## src/rtl/fpa_operand_seq_pkg.sv

```systemverilog
// fpa_operand_seq_pkg: shared FSM state encoding and default WIDTH/TIMEOUT for the FP adder operand sequencer
package fpa_operand_seq_pkg;
  localparam int DEF_WIDTH = 16;
  localparam int DEF_TIMEOUT = 64;
  typedef enum logic [2:0] {
    ST_IDLE   = 3'd0,
    ST_LOAD_A = 3'd1,
    ST_LOAD_B = 3'd2,
    ST_LATCH  = 3'd3,
    ST_START  = 3'd4,
    ST_WAIT   = 3'd5,
    ST_DONE   = 3'd6
  } state_t;
endpackage

```

## src/rtl/fpa_operand_seq_bit_counter.sv

```systemverilog
// fpa_operand_seq_bit_counter: serial bit index (clk, rst, clr, en -> cnt, last), counts 0..N-1 and wraps
module fpa_operand_seq_bit_counter #(
  parameter int N = 16,
  localparam int W = $clog2(N)
) (
  input  logic         clk,
  input  logic         rst,
  input  logic         clr,
  input  logic         en,
  output logic [W-1:0] cnt,
  output logic         last
);
  assign last = cnt == W'(N - 1);
  always_ff @(posedge clk) cnt <= rst || clr ? '0 : en ? (last ? '0 : cnt + 1'b1) : cnt;
endmodule

```

## src/rtl/fpa_operand_seq.sv

```systemverilog
// fpa_operand_seq: serial operand A/B load, latch, adder start and result handshake (clk_in, rst_in active-low sync, strobes out, done/ack in)
module fpa_operand_seq
  import fpa_operand_seq_pkg::*;
#(
  parameter int WIDTH = DEF_WIDTH,
  parameter int TIMEOUT = DEF_TIMEOUT,
  localparam int CNT_W = $clog2(WIDTH),
  localparam int TO_W = $clog2(TIMEOUT + 1)
) (
  input  logic             clk_in,
  input  logic             rst_in,
  input  logic             start_in,
  input  logic             abort_in,
  output logic             sr_a_wr_out,
  output logic             sr_b_wr_out,
  output logic             sr_en_out,
  output logic             add_start_out,
  input  logic             add_done_in,
  output logic             ready_out,
  output logic             busy_out,
  output logic [CNT_W-1:0] bit_idx_out,
  output logic             result_valid_out,
  output logic             error_out,
  input  logic             result_ack_in
);
  state_t state, nxt;
  logic [TO_W-1:0] to_q;
  logic err_q, bit_last, loading, timed_out;
  assign loading = state == ST_LOAD_A || state == ST_LOAD_B;
  assign timed_out = to_q == TO_W'(TIMEOUT - 1);
  fpa_operand_seq_bit_counter #(.N(WIDTH)) u_bit (
    .clk(clk_in),
    .rst(!rst_in),
    .clr(abort_in || !loading),
    .en(loading),
    .cnt(bit_idx_out),
    .last(bit_last)
  );
  always_ff @(posedge clk_in) state <= rst_in ? nxt : ST_IDLE;
  always_comb begin
    nxt = state;
    case (state)
      ST_IDLE:   nxt = start_in ? ST_LOAD_A : ST_IDLE;
      ST_LOAD_A: nxt = bit_last ? ST_LOAD_B : ST_LOAD_A;
      ST_LOAD_B: nxt = bit_last ? ST_LATCH : ST_LOAD_B;
      ST_LATCH:  nxt = ST_START;
      ST_START:  nxt = ST_WAIT;
      ST_WAIT:   nxt = add_done_in || timed_out ? ST_DONE : ST_WAIT;
      ST_DONE:   nxt = result_ack_in ? ST_IDLE : ST_DONE;
      default:   nxt = ST_IDLE;
    endcase
    if (abort_in && state != ST_IDLE) nxt = ST_IDLE;
  end
  always_comb begin
    ready_out = state == ST_IDLE;
    busy_out = state != ST_IDLE && state != ST_DONE;
    sr_a_wr_out = state == ST_LOAD_A;
    sr_b_wr_out = state == ST_LOAD_B;
    sr_en_out = state == ST_LATCH;
    add_start_out = state == ST_START;
    result_valid_out = state == ST_DONE;
    error_out = err_q;
  end
  // to_q counts completed WAIT cycles; a done pulse on the last one still wins over the timeout
  always_ff @(posedge clk_in) begin
    to_q <= rst_in && state == ST_WAIT && nxt == ST_WAIT ? to_q + 1'b1 : '0;
    err_q <= !rst_in ? 1'b0 : state == ST_WAIT ? nxt == ST_DONE && !add_done_in : state == ST_DONE && nxt == ST_DONE && err_q;
  end
endmodule

```

## config.mk

```make
export PLATFORM = sky130hd
export DESIGN_NAME = fpa_operand_seq
export DESIGN_NICKNAME = d
export VERILOG_FILES = /design/src/rtl/fpa_operand_seq_pkg.sv /design/src/rtl/fpa_operand_seq_bit_counter.sv /design/src/rtl/fpa_operand_seq.sv
export SDC_FILE = /design/constraint.sdc
export NUM_CORES = 1
export LEC_CHECK = 0
export BUFFER_PORTS_ARGS = -buffer_cell sky130_fd_sc_hd__clkbuf_2
export CELL_PAD_IN_SITES_DETAIL_PLACEMENT = 0
export CELL_PAD_IN_SITES_GLOBAL_PLACEMENT = 2
export CORE_MARGIN = 4
export CORE_UTILIZATION = 30
export CTS_CLUSTER_DIAMETER = 120
export DETAILED_ROUTE_END_ITERATION = 7
export GPL_ROUTABILITY_DRIVEN = 0
export PLACE_DENSITY = 0.85
export SETUP_SLACK_MARGIN = 0.1
export SYNTH_ARGS = -nofsm -noshare
export SYNTH_HDL_FRONTEND = slang
export SYNTH_SLANG_ARGS = --single-unit
```

## constraint.sdc

```tcl
create_clock -name clk_in -period 1.91 [get_ports clk_in]
set_clock_uncertainty 0.2 [all_clocks]
set_input_delay 0.382 -clock clk_in [delete_from_list [all_inputs] [get_ports clk_in]]
set_output_delay 0.382 -clock clk_in [all_outputs]
set_load 0.02 [all_outputs]
```

# After elaboration in Yosys (flattened, before gate mapping)
# Index checks and enable logic that the tools add are counted.
# op_classes
shift	0
div	0
addsub	2
n_reduce_logical	16
magnitude_cmp	0
eq_ne	11
mul	0
mux	9
n_bitwise	0
# op_table
cell	count
$pmux W3 S7	1
$eq A3 B3 Y1 const B	5
$add A7 B1 Y7 const B	1
$eq A7 B6 Y1 const B	1
$logic_and A1 B1 Y1	7
$eq A3 B2 Y1 const B	2
$mux W3	2
$add A4 B1 Y4 const B	1
$eq A4 B4 Y1 const B	1
$logic_or A1 B1 Y1	4
$mux W2	2
$mux W4	1
$eq A3 B1 Y1 const B	1
$logic_not A1 Y1	3
$logic_not A3 Y1	1
$mux W1	3
$ne A3 B3 Y1 const B	1
$reduce_bool A3 Y1	1
# totals
latchBits	0
ff_bits	15
romBits	0
memories	0
mem_bits_rw	0
in_bits	6
output_inout_bits	12

# Longest topological paths before layout
# logic_depth
depth_word	9
mapped_depth	5
mapped_depth_nobuf	5

# By module
# A second synthesis with hierarchy kept.
# unflattened
cells_unflattened	97
area_unflattened_um2	870.8
# by_module_without_submodules
module	seq_area_each_um2	area_per_inst_um2	n_inst	cells_each
fpa_operand_seq	220.2	690.7	1	78
fpa_operand_seq_bit_counter	80.1	180.2	1	19

# Worst setup path before layout
# No wires, ideal clock.
# synth_timing
path_type	register to output
from	reg state[2]
to	out busy_out
arrival_ns	1.290
path_buffers	1
required_ns	1.328
stages_incl_launch_ff	4
slack_ns	0.038
path_cell_list	dfxtp_1 buf_6 nor3_1 nor2_1
# synth_between
elab_chain_len	2
word_cells_on_any_way	3
# synth_lines
item	line	text
start: declaration	fpa_operand_seq.sv:26	state_t state, nxt;
start signal: assignment	fpa_operand_seq.sv:39	always_ff @(posedge clk_in) state <= rst_in ? nxt : ST_IDLE;
$ne A3 B3 Y1 / $reduce_bool A3 Y1 (equally long branches)	fpa_operand_seq.sv:56	busy_out = state != ST_IDLE && state != ST_DONE;
$logic_and A1 B1 Y1 *	fpa_operand_seq.sv:56	
end: declaration	fpa_operand_seq.sv:20	output logic busy_out,
# Mark *: on every way between the ends. The rest lies on a longest branch, timed or not.

# Worst setup path after layout
# layout_timing
from	reg state[1]
to	out busy_out
# Same word-level chain as after synthesis.

==> results.cfg <==
[synthesis]
postSynthAreaPerCell_um2 = 9.02
postSynthRegisterBits = 15
share_of_the_yosys_chip_area_belonging_to_registers_pct = 38.7
synthDominantCellAreaShare_pct = 38.7
synth.yosys.warnings = 0
synth.cell_area_um2 = 776
synthCells = 86
syn_nets = 94
ys_top_cells_by_area = sky130_fd_sc_hd__dfxtp_1 39%, sky130_fd_sc_hd__xnor2_1 6.8%, sky130_fd_sc_hd__nor2_1 4.8%
yosysTopAreaCell = sky130_fd_sc_hd__dfxtp_1
netlist-cell-type-count = 34

[grt]
wire_length_of_the_first_global_routing_pass_um = 2680
maximum_number_of_pins_on_one_net_before_global_route_repair = 13
grt_overflow = 0
antenna_found_initial = 0
grt.total_usage_pct = 10.2
first_global_vias = 613

[detailed_routing]
detail_route.wirelength_um = 1620
wl_met2_um = 773
drt_first_iter_violations = 6
drt-vias-per-instance = 4.69
detailroute.wirelength.met3_um = 116
mean_routed_wirelength_per_cell_um = 11.3
first_pass_detailed_route_iteration_total = 4
detail_route.drc_violations = 0
top_layer_in_use = met4
drt.antenna.violating_nets = 0
drt-met1-wl_um = 720
vias = 670

[timing]
finalHoldViolCount = 0
totalNegativeSetupSlack_ns = 0
timing.max_slew.rel_slack_pct = 78.3
fin_crit_sh_pct = 93.3
timing.fmax_ghz = 0.561
final_period_minus_worst_setup_slack_ns = 1.78
grt_setup_unrepaired = true
tightestPinTransition_ns = 0.323
report.final.slew_viol_count = 0
setup-violations-final = 0

[critical_path]
endpoint_kind = output port
critical_path.top_delay_family = simple AND/OR/NAND/NOR gates
critPathMaxFanout = 6
start_kind = flip-flop
timing.critical_path.buf_inv = 1
cp_cell_sequence = nor2b_2 -> and2_4 -> nor2_4 -> buf_6
timing.setup.critical_path_class = reg2out
cpMaxStageDelayCell = sky130_fd_sc_hd__dfxtp_4
wp_data_arrival_ns = 1.20
slowest_delay_ns = 0.37
cp.required_ns = 1.33

[cells_and_area]
register_area_um2 = 312
final_cells = 143
diodes = 0
area_growth_syn_to_layout_pct = 34.7
multi_input_area_um2 = 470
number_of_fill_cells_in_the_layout = 256
final_nets = 122
postLayoutCellArea_um2 = 1040
postLayoutCoreUtil_pct = 42.2
final_layout_size_suffix_gt1_share_pct = 38.1

[die]
die_area_um2 = 3460
start_util_pct = 31.3
floorplan.die.width_um = 58.9
core_region_area_um2 = 2480
die-height_um = 58.9
top_level_ports = 18
cell_rows = 18

[clock_network]
root_buffer = sky130_fd_sc_hd__clkbuf_4
clock_tree.buffer_depth = 2
cts_tree = yes
clkSinkCount = 15
htree_levels = 1
clock_transition_at_path_regs_ns = 0.09
clock_latency_ns = 0.27
number_of_buffers_added_by_the_clock_tree_synthesis_step = 3

[place]
detailed_place.area_um2 = 892
dp.cells = 133
dpl.hpwl_um = 1200
io_buffer_count = 17

[flow_run]
maxCapViolations = 0

[power]
irDropWorstVdd_mv = 0.440
power_leakage_nw = 0.432
power.density_cell_area_nw_per_um2 = 544

[outcome]
status = finished clean

[min_path]
min-delay-path-class = in2reg
## sequential cells by signal (all words and copies together), names as in the netlist
signal and count:
to_q 7, u_bit.cnt 4, state 3, error_out 1
## layer usage
metal | track usage (%) | vias to the layer above
met5 | 0 | -
met4 | 3.88 | 0
met3 | 5.04 | 2
met2 | 15.9 | 13
met1 | 12.0 | 305
li1 | - | 350
## tightest hold or removal path: stages
cell                       delay (ns)
sky130_fd_sc_hd__clkbuf_2        0.13
sky130_fd_sc_hd__nand2_1         0.09
sky130_fd_sc_hd__a21oi_1         0.04
## timing repair
item                                    CTS  global route
resized for setup                        11            13
endpoints found under the setup margin    6            14
setup buffers                             2             4
hold buffers                              0             0
pin swaps                                 1             0
## stage by stage
| step | hold slack [ns] | worst slack, ns | power (W) |
|---|---|---|---|
| after floorplan | 0.213 | 0.143 | 0.000374 |
| after global placement | 0.226 | 0.201 | 0.000392 |
| after detailed placement | 0.240 | 0.161 | 0.000391 |
| after CTS | 0.169 | 0.0746 | 0.000572 |
| after global routing | 0.201 | 0.0626 | 0.000608 |
| final | 0.198 | 0.128 | 0.000568 |
## where the power goes
group          switching, W  total [W]  internal (W)
Combinational     0.0000377  0.0000759     0.0000382
Sequential       0.00000826   0.000322      0.000314
Clock             0.0000926   0.000170     0.0000775
## logic make-up (layout without fill, tap and decap cells)
logic type	count (synthesis)	after routing	synth area share, %
AO/OA/AOI/OAI	12	12	11.1
flip-flops	15	15	38.7
multiplexers	1	1	1.29
AND/OR/NAND/NOR	43	43	31.9
adder cells (fa/ha/maj)	2	2	3.23
XOR/XNOR	7	7	7.90
buffers and inverters	6	33	5.81
## Yosys cell counts
cell                        count
sky130_fd_sc_hd__a21o_1         1
sky130_fd_sc_hd__nand4_1        1
sky130_fd_sc_hd__nand2_1        9
sky130_fd_sc_hd__and3_1         3
sky130_fd_sc_hd__xnor2_1        6
sky130_fd_sc_hd__o21a_1         2
sky130_fd_sc_hd__o21ai_0        1
sky130_fd_sc_hd__nor2_2         1
sky130_fd_sc_hd__xor2_1         1
sky130_fd_sc_hd__o211ai_1       1
sky130_fd_sc_hd__or2_1          1
sky130_fd_sc_hd__o32a_1         1
sky130_fd_sc_hd__mux2i_1        1
sky130_fd_sc_hd__o2bb2ai_1      1
sky130_fd_sc_hd__nor2_1        10
sky130_fd_sc_hd__or3_1          1
sky130_fd_sc_hd__a21oi_2        1
sky130_fd_sc_hd__dfxtp_1       15
sky130_fd_sc_hd__and2_1         2
sky130_fd_sc_hd__nand4_2        1
sky130_fd_sc_hd__nand2b_1       1
sky130_fd_sc_hd__nor3_1         2
sky130_fd_sc_hd__buf_6          3
sky130_fd_sc_hd__and2b_1        1
sky130_fd_sc_hd__nor3b_4        2
sky130_fd_sc_hd__nor2b_1        2
sky130_fd_sc_hd__nand3_1        4
sky130_fd_sc_hd__ha_1           2
sky130_fd_sc_hd__nor4_1         1
sky130_fd_sc_hd__inv_1          3
sky130_fd_sc_hd__a41oi_1        1
sky130_fd_sc_hd__a21oi_1        2
sky130_fd_sc_hd__o21ai_1        1
sky130_fd_sc_hd__nor3b_1        1
## cell type report
cell class	instances	area share, %
Multi-Input combinational cell	65	45.0
Clock buffer	3	2.16
Clock inverter	1	0.479
Tap cell	30	3.59
Sequential cell	15	29.8
Inverter	3	1.08
Timing Repair Buffer	26	17.8
## layout by cell type (no fill, tap or decap), drive strengths merged, types with 2 or more instances in the layout
master  synthesis  final
nor2b           2      2
nor2           11     11
nand3           4      4
o21a            2      2
xnor2           6      6
clkbuf          0     18
and2            2      2
nand4           2      2
nor3            2      2
inv             3      3
nand2           9      9
buf             3     11
nor3b           3      3
ha              2      2
and3            3      3
dfxtp          15     15
o21ai           2      2
a21oi           3      3
## final timing paths
kind | slack, ns | endpoint | cells past startpoint | from
worst max-delay path | 0.13 | busy_out | 4 | state[1]$_SDFF_PN0_
worst max register to register | 0.22 | to_q[4]$_SDFF_PN0_ | 6 | state[1]$_SDFF_PN0_
worst min-delay path | 0.20 | state[0]$_SDFF_PN0_ | 3 | rst_in
worst min register to register | 0.25 | to_q[0]$_SDFF_PN0_ | 1 | to_q[0]$_SDFF_PN0_
No activity file was read; power rests on OpenSTA's default activity.
